<file path="src/rtl/block_sync_ctrl_pkg.sv">
// Shared types, constants and header helper for the 66b block-sync lock controller.
package blk_sync_pkg;

    typedef enum logic [1:0] {
        SEARCH = 2'd0,
        SETTLE = 2'd1,
        CHECK  = 2'd2,
        LOCKED = 2'd3
    } blk_sync_state_t;

    localparam logic [1:0] C_DATA_HDR     = 2'b01;
    localparam logic [1:0] C_CMD_HDR      = 2'b10;
    localparam logic [6:0] C_MAX_OFFSET   = 7'd66;
    localparam logic [7:0] C_LOSS_CNT_MAX = 8'd255;

    function automatic logic hdr_valid(input logic [1:0] hdr);
        return (hdr == C_DATA_HDR) || (hdr == C_CMD_HDR);
    endfunction

endpackage

</file>
<file path="src/rtl/block_sync_ctrl_lock_window.sv">
// Lock monitor: counts beats and invalid headers per window, pulses loss when too many are bad.
module blk_lock_window #(
    parameter int WIN     = 64,
    parameter int BAD_MAX = 16
) (
    input  logic clk_i,
    input  logic rst_i,
    input  logic enable,
    input  logic beat,
    input  logic bad,
    input  logic clear,
    output logic loss
);

    localparam int WW = $clog2(WIN + 1);
    localparam int BW = $clog2(BAD_MAX + 1);

    logic [WW-1:0] win_cnt_r;
    logic [WW-1:0] win_cnt_n_s;
    logic [BW-1:0] bad_cnt_r;
    logic [BW-1:0] bad_cnt_n_s;
    logic          loss_s;
    logic          win_end_s;

    // Loss takes precedence over window end; both restart the window.
    always_comb begin
        loss_s      = enable && beat && bad && (bad_cnt_r == BW'(BAD_MAX - 1));
        win_end_s   = enable && beat && (win_cnt_r == WW'(WIN - 1));
        win_cnt_n_s = win_cnt_r;
        bad_cnt_n_s = bad_cnt_r;
        if (clear || !enable) begin
            win_cnt_n_s = '0;
            bad_cnt_n_s = '0;
        end else if (beat) begin
            if (loss_s || win_end_s) begin
                win_cnt_n_s = '0;
                bad_cnt_n_s = '0;
            end else begin
                win_cnt_n_s = win_cnt_r + WW'(1);
                bad_cnt_n_s = bad_cnt_r + BW'(bad);
            end
        end else begin
            win_cnt_n_s = win_cnt_r;
            bad_cnt_n_s = bad_cnt_r;
        end
    end

    // Window counter registers.
    always_ff @(posedge clk_i or posedge rst_i) begin
        if (rst_i) begin
            win_cnt_r <= '0;
            bad_cnt_r <= '0;
        end else begin
            win_cnt_r <= win_cnt_n_s;
            bad_cnt_r <= bad_cnt_n_s;
        end
    end

    assign loss = loss_s;

endmodule

</file>
<file path="src/rtl/block_sync_ctrl.sv">
// Block lock controller: sequences the header seeker, adopts its offset, and declares/drops lock.
module block_sync_ctrl
    import blk_sync_pkg::*;
#(
    parameter int SEARCH_BEATS = 40,
    parameter int SETTLE_BEATS = 4,
    parameter int LOCK_CNT     = 32,
    parameter int WIN          = 64,
    parameter int BAD_MAX      = 16
) (
    input  logic       clk_i,
    input  logic       rst_i,
    input  logic       buffer_dv,
    input  logic [6:0] seek_offset_i,
    input  logic [1:0] hdr_i,
    input  logic       relock_i,
    output logic       seeker_rst_o,
    output logic [6:0] block_offset_o,
    output logic       offset_ld_o,
    output logic       block_lock_o,
    output logic [7:0] lock_loss_cnt_o,
    output logic [1:0] state_o
);

    localparam int BEAT_MAX = (SEARCH_BEATS > SETTLE_BEATS) ? SEARCH_BEATS : SETTLE_BEATS;
    localparam int BCW      = $clog2(BEAT_MAX + 1);
    localparam int GCW      = $clog2(LOCK_CNT + 1);

    blk_sync_state_t state_r;
    blk_sync_state_t state_n_s;

    logic [BCW-1:0] beat_cnt_r;
    logic [BCW-1:0] beat_cnt_n_s;
    logic [GCW-1:0] good_cnt_r;
    logic [GCW-1:0] good_cnt_n_s;
    logic [6:0]     offset_r;
    logic [6:0]     offset_n_s;
    logic           offset_ld_r;
    logic           offset_ld_n_s;
    logic           seeker_rst_r;
    logic           seeker_rst_n_s;
    logic           block_lock_r;
    logic           block_lock_n_s;
    logic [7:0]     loss_cnt_r;
    logic [7:0]     loss_cnt_n_s;

    logic hdr_ok_s;
    logic load_s;
    logic research_s;
    logic lock_set_s;
    logic loss_ev_s;
    logic win_loss_s;
    logic win_en_s;

    assign hdr_ok_s = hdr_valid(hdr_i);
    assign win_en_s = (state_r == LOCKED);

    blk_lock_window #(
        .WIN     (WIN),
        .BAD_MAX (BAD_MAX)
    ) u_lock_window (
        .clk_i   (clk_i),
        .rst_i   (rst_i),
        .enable  (win_en_s),
        .beat    (buffer_dv),
        .bad     (!hdr_ok_s),
        .clear   (relock_i),
        .loss    (win_loss_s)
    );

    // State register.
    always_ff @(posedge clk_i or posedge rst_i) begin
        if (rst_i) begin
            state_r <= SEARCH;
        end else begin
            state_r <= state_n_s;
        end
    end

    // Next-state logic; relock overrides everything, otherwise only beats advance the FSM.
    always_comb begin
        state_n_s  = state_r;
        load_s     = 1'b0;
        research_s = 1'b0;
        lock_set_s = 1'b0;
        loss_ev_s  = 1'b0;
        if (relock_i) begin
            state_n_s  = SEARCH;
            research_s = 1'b1;
        end else if (buffer_dv) begin
            case (state_r)
                SEARCH: begin
                    if (beat_cnt_r == BCW'(SEARCH_BEATS - 1)) begin
                        if (seek_offset_i <= C_MAX_OFFSET) begin
                            state_n_s = SETTLE;
                            load_s    = 1'b1;
                        end else begin
                            research_s = 1'b1;
                        end
                    end else begin
                        state_n_s = SEARCH;
                    end
                end
                SETTLE: begin
                    if (beat_cnt_r == BCW'(SETTLE_BEATS - 1)) begin
                        state_n_s = CHECK;
                    end else begin
                        state_n_s = SETTLE;
                    end
                end
                CHECK: begin
                    if (!hdr_ok_s) begin
                        state_n_s  = SEARCH;
                        research_s = 1'b1;
                    end else if (good_cnt_r == GCW'(LOCK_CNT - 1)) begin
                        state_n_s  = LOCKED;
                        lock_set_s = 1'b1;
                    end else begin
                        state_n_s = CHECK;
                    end
                end
                LOCKED: begin
                    if (win_loss_s) begin
                        state_n_s  = SEARCH;
                        research_s = 1'b1;
                        loss_ev_s  = 1'b1;
                    end else begin
                        state_n_s = LOCKED;
                    end
                end
                default: begin
                    state_n_s  = SEARCH;
                    research_s = 1'b1;
                end
            endcase
        end else begin
            state_n_s = state_r;
        end
    end

    // Output and counter next values; counters restart on every state change.
    always_comb begin
        offset_ld_n_s  = load_s;
        seeker_rst_n_s = research_s;
        block_lock_n_s = lock_set_s || (block_lock_r && !research_s);
        offset_n_s     = load_s ? seek_offset_i : offset_r;
        if (loss_ev_s && (loss_cnt_r != C_LOSS_CNT_MAX)) begin
            loss_cnt_n_s = loss_cnt_r + 8'd1;
        end else begin
            loss_cnt_n_s = loss_cnt_r;
        end
        if (research_s || (state_n_s != state_r)) begin
            beat_cnt_n_s = '0;
        end else if (buffer_dv && ((state_r == SEARCH) || (state_r == SETTLE))) begin
            beat_cnt_n_s = beat_cnt_r + BCW'(1);
        end else begin
            beat_cnt_n_s = beat_cnt_r;
        end
        if ((state_r != CHECK) || (state_n_s != CHECK)) begin
            good_cnt_n_s = '0;
        end else if (buffer_dv && hdr_ok_s) begin
            good_cnt_n_s = good_cnt_r + GCW'(1);
        end else begin
            good_cnt_n_s = good_cnt_r;
        end
    end

    // Registered outputs and counters; seeker clear is asserted throughout reset.
    always_ff @(posedge clk_i or posedge rst_i) begin
        if (rst_i) begin
            beat_cnt_r   <= '0;
            good_cnt_r   <= '0;
            offset_r     <= 7'd0;
            offset_ld_r  <= 1'b0;
            seeker_rst_r <= 1'b1;
            block_lock_r <= 1'b0;
            loss_cnt_r   <= 8'd0;
        end else begin
            beat_cnt_r   <= beat_cnt_n_s;
            good_cnt_r   <= good_cnt_n_s;
            offset_r     <= offset_n_s;
            offset_ld_r  <= offset_ld_n_s;
            seeker_rst_r <= seeker_rst_n_s;
            block_lock_r <= block_lock_n_s;
            loss_cnt_r   <= loss_cnt_n_s;
        end
    end

    assign seeker_rst_o    = seeker_rst_r;
    assign block_offset_o  = offset_r;
    assign offset_ld_o     = offset_ld_r;
    assign block_lock_o    = block_lock_r;
    assign lock_loss_cnt_o = loss_cnt_r;
    assign state_o         = state_r;

endmodule
</file>
<file path="config.mk">
export PLATFORM = sky130hd
export DESIGN_NAME = block_sync_ctrl
export DESIGN_NICKNAME = d
export VERILOG_FILES = /design/src/rtl/block_sync_ctrl_pkg.sv /design/src/rtl/block_sync_ctrl_lock_window.sv /design/src/rtl/block_sync_ctrl.sv
export SDC_FILE = /design/constraint.sdc
export NUM_CORES = 1
export LEC_CHECK = 0
export CAP_MARGIN = 20
export CORE_MARGIN = 5
export CORE_UTILIZATION = 49
export CTS_CLUSTER_DIAMETER = 100
export CTS_CLUSTER_SIZE = 16
export DETAILED_ROUTE_END_ITERATION = 8
export PLACE_DENSITY = 0.72
export SYNTH_ARGS = -nofsm -noshare
export SYNTH_HDL_FRONTEND = slang
export SYNTH_SLANG_ARGS = --single-unit
</file>
<file path="constraint.sdc">
create_clock -name clk_i -period 1.9 [get_ports clk_i]
set_clock_uncertainty 0.05 [all_clocks]
set_input_delay 0.38 -clock clk_i [delete_from_list [all_inputs] [get_ports clk_i]]
set_output_delay 0.38 -clock clk_i [all_outputs]
set_load 0.02 [all_outputs]
</file>
==> impl_results.md, run 1 <==
* Crit end category: flip-flop
* Worst hold path type: input pin to flip-flop
* Ant diodes at 0
* Adder-cell share of the synthesized area at 3.197%
* Core area at 4692 sq um
* Syn Nets at 226
* Switching share of power at 22.84%
* Final Hold Viols at 0
* Reg2Reg Depth at 5
* Status: finished with violations
* Die H at 79.23 microns
* Clock Path Buffers at 2
* Most numerous cell in the Yosys netlist: dfrtp_1
* Area grow syn2layout at 37.83%
* Clock slew seen by the registers of the worst setup and hold paths at 0.09 ns
* Top post-synthesis cells by area: dfrtp_1 (46%), xor2_1 (7.8%), mux2_2 (4.3%)
* Arrival time worst endpoint at 2.10 ns
* First-pass GRT wire length at 9315 microns
* Die width at 79.23 microns
* Clk pwr share at 38.1%
* Fillers at 371
* DRC Markers at 0
* Cell depth of the worst hold path at 2
* Sink Count at 44
* Yosys top cell by area: dfrtp_1
* Vias per cell at 5.775
* Crit path max fanout at 6
* Pin count of the biggest net entering global routing at 45
* IO buf count at 32
* Hold buffers post-CTS at 0
* Worst hold endpoint: block_offset_o[5]
* Static Leak at 1.477 nW
* DPL Wire Length at 3728 microns
* Initial antenna violation count at 0
* Row cnt at 25
* Worst-Margin Slew at 0.3462 ns
* Yosys cell types at 51
* Clk_lat worst skew at 0.30 ns
* Hold path startpoint: seek_offset_i[5]
* Synth Area in XOR/XNOR at 8.897%
* Critical Path Source Type: flip-flop
* Maximum vdd drop at 358.3 uV
* H-tree levels at 2
* CTS Buf Count at 5
* Share of cells above drive strength 1 at 29.39%
* Min Tclk post-route at 1.989 ns
* All-Layer GR Usage at 18.36%
* EDFF count, synth at 0
* Vias in the first global route at 2053
* Internal power at 1.431 mW
* Mapped cell area at 2349 sq um
* Final Cycle Share at 104.7%
* Synth Area in Compound Gates at 15.08%
* Sequential fraction of the synthesis area at 46.94%
* Synth Instances at 207
* Grt ovf at 0
* TritonCTS clock tree: done
* Largest family of logic cells by synthesized area: simple AND/OR/NAND/NOR gates
* Max-slew violations at 0
* First-pass DRT Iterations at 4
* Failing checks: negative setup slack
* Relative slew slack at 76.79%
* Final setup violation count at 7
* Max cap viols at 0
* #FFs+latches synth at 44
* FF-to-FF End: beat_cnt_r[4]
* Top cell type's share of synthesized area at 45.82%
* Full die area at 6277 sq um
* Nets at 297
* Syn Area/Cell at 11.35 sq um
* Power density over the cells at 572.8 nW/um^2
* FFs w/ async S/R, synth at 100.0%
* Worst setup path category: flip-flop to flip-flop
* Synthesis warning total at 0
* Initial Utilization at 50.05%
* DR iter-0 viols at 62
* Logic pwr share at 10.4%
* Wire per inst at 15.93 microns
* Max Fclk at 502.8 MHz
* Most used DFF post-synth: dfrtp_1
* Post-synthesis mux area share at 4.742%
* WP data required at 2.01 ns
* Via count at 1923
* Final ANT Viol Nets at 0
* Final core utilization at 68.99%
* Critical Path Start: beat_cnt_r[1]
* Most frequent cells after synthesis: dfrtp_1 (43), xor2_1 (21), nand2_1 (13)
* Flop2flop setup slack at -0.09 ns
* RePlAce Congestion at 0.8559
* NetSw at 423.5 uW
* Final Worst Setup Slack at -0.08883 ns
* Clock Tree Root: clkbuf_8
* RSZ-0062 raised after global routing: yes
* Post-Synth Simple-Gate Area at 18.38%
* Seq pwr share at 51.5%
* Drt total wl at 5305 microns
* I/O pin cnt at 33
* Setup slack at placement at -0.5047 ns
* Reg2Reg Launch Point: beat_cnt_r[1]
## sequential cells by signal (all words and copies together) (netlist names)
| signal | cells |
|---|---|
| u_lock_window.bad_cnt_r | 5 |
| beat_cnt_r | 6 |
| block_lock_o | 1 |
| seeker_rst_o | 1 |
| offset_ld_o | 1 |
| lock_loss_cnt_o | 8 |
| state_o | 2 |
| u_lock_window.win_cnt_r | 7 |
| block_offset_o | 7 |
| good_cnt_r | 6 |
## critical path, cell delays in order, from the launching register on
cell,delay (ns)
dfrtp_1,0.36
ha_2,0.18
or3b_4,0.39
or4_4,0.51
a31oi_4,0.26
a211oi_1,0.12
## layout by cell type (no fill, tap or decap), types with 2 or more instances in the layout
cell             count
a311oi_1             2
dfrtp_1             41
buf_6                2
dlygate4sd2_1        7
nor2_1               3
nor4_1               2
and3_1               4
a21oi_1              3
a211oi_2             2
nand4_1              9
a211oi_1             8
a22o_1               3
mux2_4               7
a31oi_4              2
buf_4               36
o21ai_0              3
mux2_2               2
xor2_1              21
clkbuf_8             5
ha_1                 5
o2111ai_1            2
o211ai_1             2
inv_1                6
nand3_1             10
a2111oi_4            3
o21a_1               2
dfrtp_2              2
nand2_1             12
and2_1               3
nor3_2               2
or4_4                3
clkdlybuf4s50_1     22
nor3_1               7
## power by group through the flow
stage	registers [mW]	clock network [mW]	logic [mW]
after floorplan	0.981	0	0.0842
after global placement	0.974	0	0.191
after detailed placement	0.974	0	0.192
final	0.956	0.706	0.193
after global routing	0.957	0.769	0.211
after CTS	0.955	0.724	0.191
## kinds of logic (layout without fill, tap and decap cells)
| family | count (synthesis) | count (layout) |
|---|---|---|
| multiplexers | 10 | 10 |
| XOR/XNOR | 23 | 23 |
| flip-flops | 44 | 44 |
| adder cells (fa/ha/maj) | 6 | 6 |
| AND/OR/NAND/NOR | 71 | 71 |
| AO/OA/AOI/OAI | 39 | 39 |
| buffers and inverters | 14 | 86 |
## cell type report
| cell class | count | area, sq um | share of cell area (%) |
|---|---|---|---|
| clock inverter | 2 | 35.03 | 1.082 |
| sequential | 44 | 1105 | 34.13 |
| tap | 54 | 67.56 | 2.087 |
| timing repair buffer | 71 | 621.8 | 19.21 |
| multi-input combinational | 149 | 1309 | 40.43 |
| clock buffer | 6 | 72.57 | 2.242 |
| inverter | 7 | 26.28 | 0.8118 |
## per-stage QoR
stage	power [mW]	area, sq um	std cells	hold slack (ns)	setup TNS [ns]
CTS	1.871	3222	334	0.3710	-0.5137
finish	1.854	3237	333	0.2764	-0.5014
global route	1.936	3237	333	0.2782	-1.061
floorplan	1.065	2439	207	0.4348	-0.4708
global placement	1.165	3067	324	0.4266	-14.99
detailed placement	1.166	3067	324	0.4431	-15.44
## worst max path at each step
| stage | endpoint | slack (ns) | depth (start not counted) |
|---|---|---|---|
| after floorplan | block_offset_o[2] | -0.06 | 5 |
| after global placement | lock_loss_cnt_o[1] | -0.47 | 6 |
| after detailed placement | lock_loss_cnt_o[1] | -0.50 | 6 |
| after CTS | beat_cnt_r[4] | -0.09 | 5 |
| after global routing | beat_cnt_r[4] | -0.19 | 5 |
| final | beat_cnt_r[4] | -0.09 | 5 |
## layer usage
metal  wire length, microns  track usage (%)  part of all wire [%]  vias to the layer above
met5                      0                0                     0                        -
met4                     58            4.983                   1.1                        0
met3                    264            5.215                   5.0                        6
met2                   2593            31.57                    49                       44
met1                   2388            22.50                    45                      947
li1                       -                -                     -                      926
## timing repair
| item | in CTS | in global routing |
|---|---|---|
| pin swaps | 4 | 4 |
| setup buffers | 2 | 1 |
| gates cloned | 0 | 0 |
| setup endpoints to repair | 39 | 22 |
| hold endpoints to repair | 0 | 0 |
| gates resized for setup | 21 | 9 |
(Power assumes the default switching activity.)
==> run 2, diff against run 1 <==
Settings changed: GPL_ROUTABILITY_DRIVEN set to 0.
==> results of run 2 <==
No change in the layout: final DEF, timing and power equal those of run 1.
==> run 3, diff against run 2 <==
Settings changed: CORE_UTILIZATION 49 to 50, PLACE_DENSITY 0.72 to 0.7.
Clock period 1.9 ns to 2.5 ns, I/O delays scaled along.
==> run 3 against run 2 <==
  * The flow now finishes without violations
  * Sequential power is 24% lower
  * Largest power group unchanged
  * Critical path type is now input pin to flip-flop
  * Die area is 1.7% lower
  * Worst setup slack better by 0.31 ns
  * Power is 22% lower
  * Critical path depth is 1 higher
  * Core utilization is 4.6 points lower
==> impl_results.md, run 3 (synthesis results as in run 1) <==
* Status: completed
* Core area at 4629 sq um
* Tot Pwr at 1.440 mW
* Clock Tree Root: clkbuf_8
* Switching share of power at 21.57%
* Grt ovf at 0
* WP data required at 2.63 ns
* Row cnt at 25
* Final Cycle Share at 91.00%
* Crit-path cells: clkdlybuf4s50_1 > or4_1 > o21a_1 > nor3_4 > buf_4 > mux2_2
* Postcts setup bufs at 0
* DRC Markers at 0
* Nets at 277
* Maximum vdd drop at 306.3 uV
* Vias per cell at 5.655
* Area grow syn2layout at 26.85%
* Hold buffers post-CTS at 0
* Final Cell Area at 2979 sq um
* Crit end category: flip-flop
* Commonest non-fill, non-tap cell in the layout: dfrtp_1
* Area of the multi-input gates at 1181 sq um
* Max-slew violations at 0
* Full die area at 6168 sq um
* TritonCTS clock tree: done
* Power density over the cells at 483.2 nW/um^2
* Seq pwr share at 50.5%
* H-tree levels at 2
* Wire per inst at 14.66 microns
* Max Fclk at 439.6 MHz
* CTS Buf Count at 5
* Static Leak at 1.311 nW
* CP bufs+invs at 2
* Min Tclk post-route at 2.275 ns
* CP max-delay cell: or4_1
* DPL Wire Length at 3362 microns
* Worst setup path category: input pin to flip-flop
* Register area at 1102 sq um
* I/O pin cnt at 33
* Final cell count without fillers at 313
* First-pass DRT Iterations at 4
* Logic pwr share at 8.4%
* Internal power at 1.129 mW
* Flop2flop setup slack at 0.33 ns
* Setup_tns at 0 ns
* Largest delay share family, worst path: simple AND/OR/NAND/NOR gates
* Final ANT Viol Nets at 0
* Vias in the first global route at 1737
* All-Layer GR Usage at 16.63%
* First-pass GRT wire length at 8217 microns
* # resized after CTS at 0
* Ant diodes at 0
* Placement Cell Area at 2853 sq um
* Worst-Margin Slew at 0.5432 ns
* Clk_lat worst skew at 0.29 ns
* Clock slew seen by the registers of the worst setup and hold paths at 0.08 ns
* Die width at 78.54 microns
* Max cap viols at 0
* Crit path max fanout at 6
* Clock Path Buffers at 2
* Initial antenna violation count at 0
* Most frequent cells in the layout: dfrtp_1 (43), clkdlybuf4s50_1 (32), xor2_1 (21), buf_4 (18), nand2_1 (13)
* Relative slew slack at 63.51%
* Final Hold Viols at 0
* DR iter-0 viols at 71
* Clk pwr share at 41.0%
* Fillers at 403
* Cells after DPL at 305
* NetSw at 310.5 uW
* Critical Path Source Type: input pin
* RSZ-0062 raised after global routing: no
* Final setup violation count at 0
* Peak per-stage delay on the critical path at 0.55 ns
* Arrival time worst endpoint at 2.41 ns
* Sink Count at 44
* Drt total wl at 4588 microns
* Max reg flops at 8
* Worst hold path type: input pin to async pin
* Via count at 1770
* Share of cells above drive strength 1 at 17.76%
* IO buf count at 32
* Final core utilization at 64.35%
* Die H at 78.54 microns
* Initial Utilization at 50.73%
* Pin count of the biggest net entering global routing at 39
-- run 3: cell count changes in the layout (fill, tap and decap cells not counted), moves of 3 or more --
| cell | before | now |
|---|---|---|
| buf_4 | 36 | 18 |
| or4_1 | 0 | 3 |
| mux2_2 | 2 | 9 |
| clkdlybuf4s50_1 | 22 | 32 |
| or4_4 | 3 | 0 |
| dlygate4sd2_1 | 7 | 0 |
| mux2_4 | 7 | 0 |
-- run 3: final cells by class --
cell class / instances / share of cell area (%)
sequential: 44 / 37.00
timing repair buffer: 51 / 15.96
clock buffer: 7 / 3.234
inverter: 7 / 0.8820
clock inverter: 1 / 1.008
tap: 54 / 2.268
multi-input combinational: 149 / 39.65
-- run 3: final timing paths --
kind,startpoint,endpoint,depth (start not counted)
worst max-delay path,seek_offset_i[2],block_offset_o[5],6
worst min-delay path,rst_i,lock_loss_cnt_o[4],2
worst max register to register,beat_cnt_r[0],beat_cnt_r[2],5
worst min register to register,lock_loss_cnt_o[4],lock_loss_cnt_o[4],1
max in group asynchronous,rst_i,seeker_rst_o,3
min in group clk_i,lock_loss_cnt_o[4],lock_loss_cnt_o[4],1
-- run 3: per-layer routing --
layer | vias to the layer above | routed length (microns) | track usage [%] | part of all wire [%]
met2 | 44 | 2079 | 25.72 | 45
met5 | - | 0 | 0 | 0
li1 | 886 | - | - | -
met3 | 7 | 220 | 4.358 | 4.8
met1 | 833 | 2233 | 23.01 | 49
met4 | 0 | 54 | 4.720 | 1.2
-- run 3: power groups by stage --
stage          logic [mW]  clock network [mW]  registers, mW
2_1_floorplan      0.0556                   0          0.745
3_3_place_gp        0.122                   0          0.742
3_5_place_dp        0.123                   0          0.742
4_1_cts             0.123               0.619          0.728
5_1_grt             0.135               0.641          0.730
6_report            0.121               0.591          0.728
-- run 3: per-stage QoR --
stage / worst slack [ns] / hold WS (ns)
finish: 0.2249 / 0.3625
global route: 0.1668 / 0.3655
CTS: 0.2283 / 0.3582
detailed placement: -0.09067 / 0.4447
global placement: -0.03104 / 0.4272
floorplan: 0.3756 / 0.4348
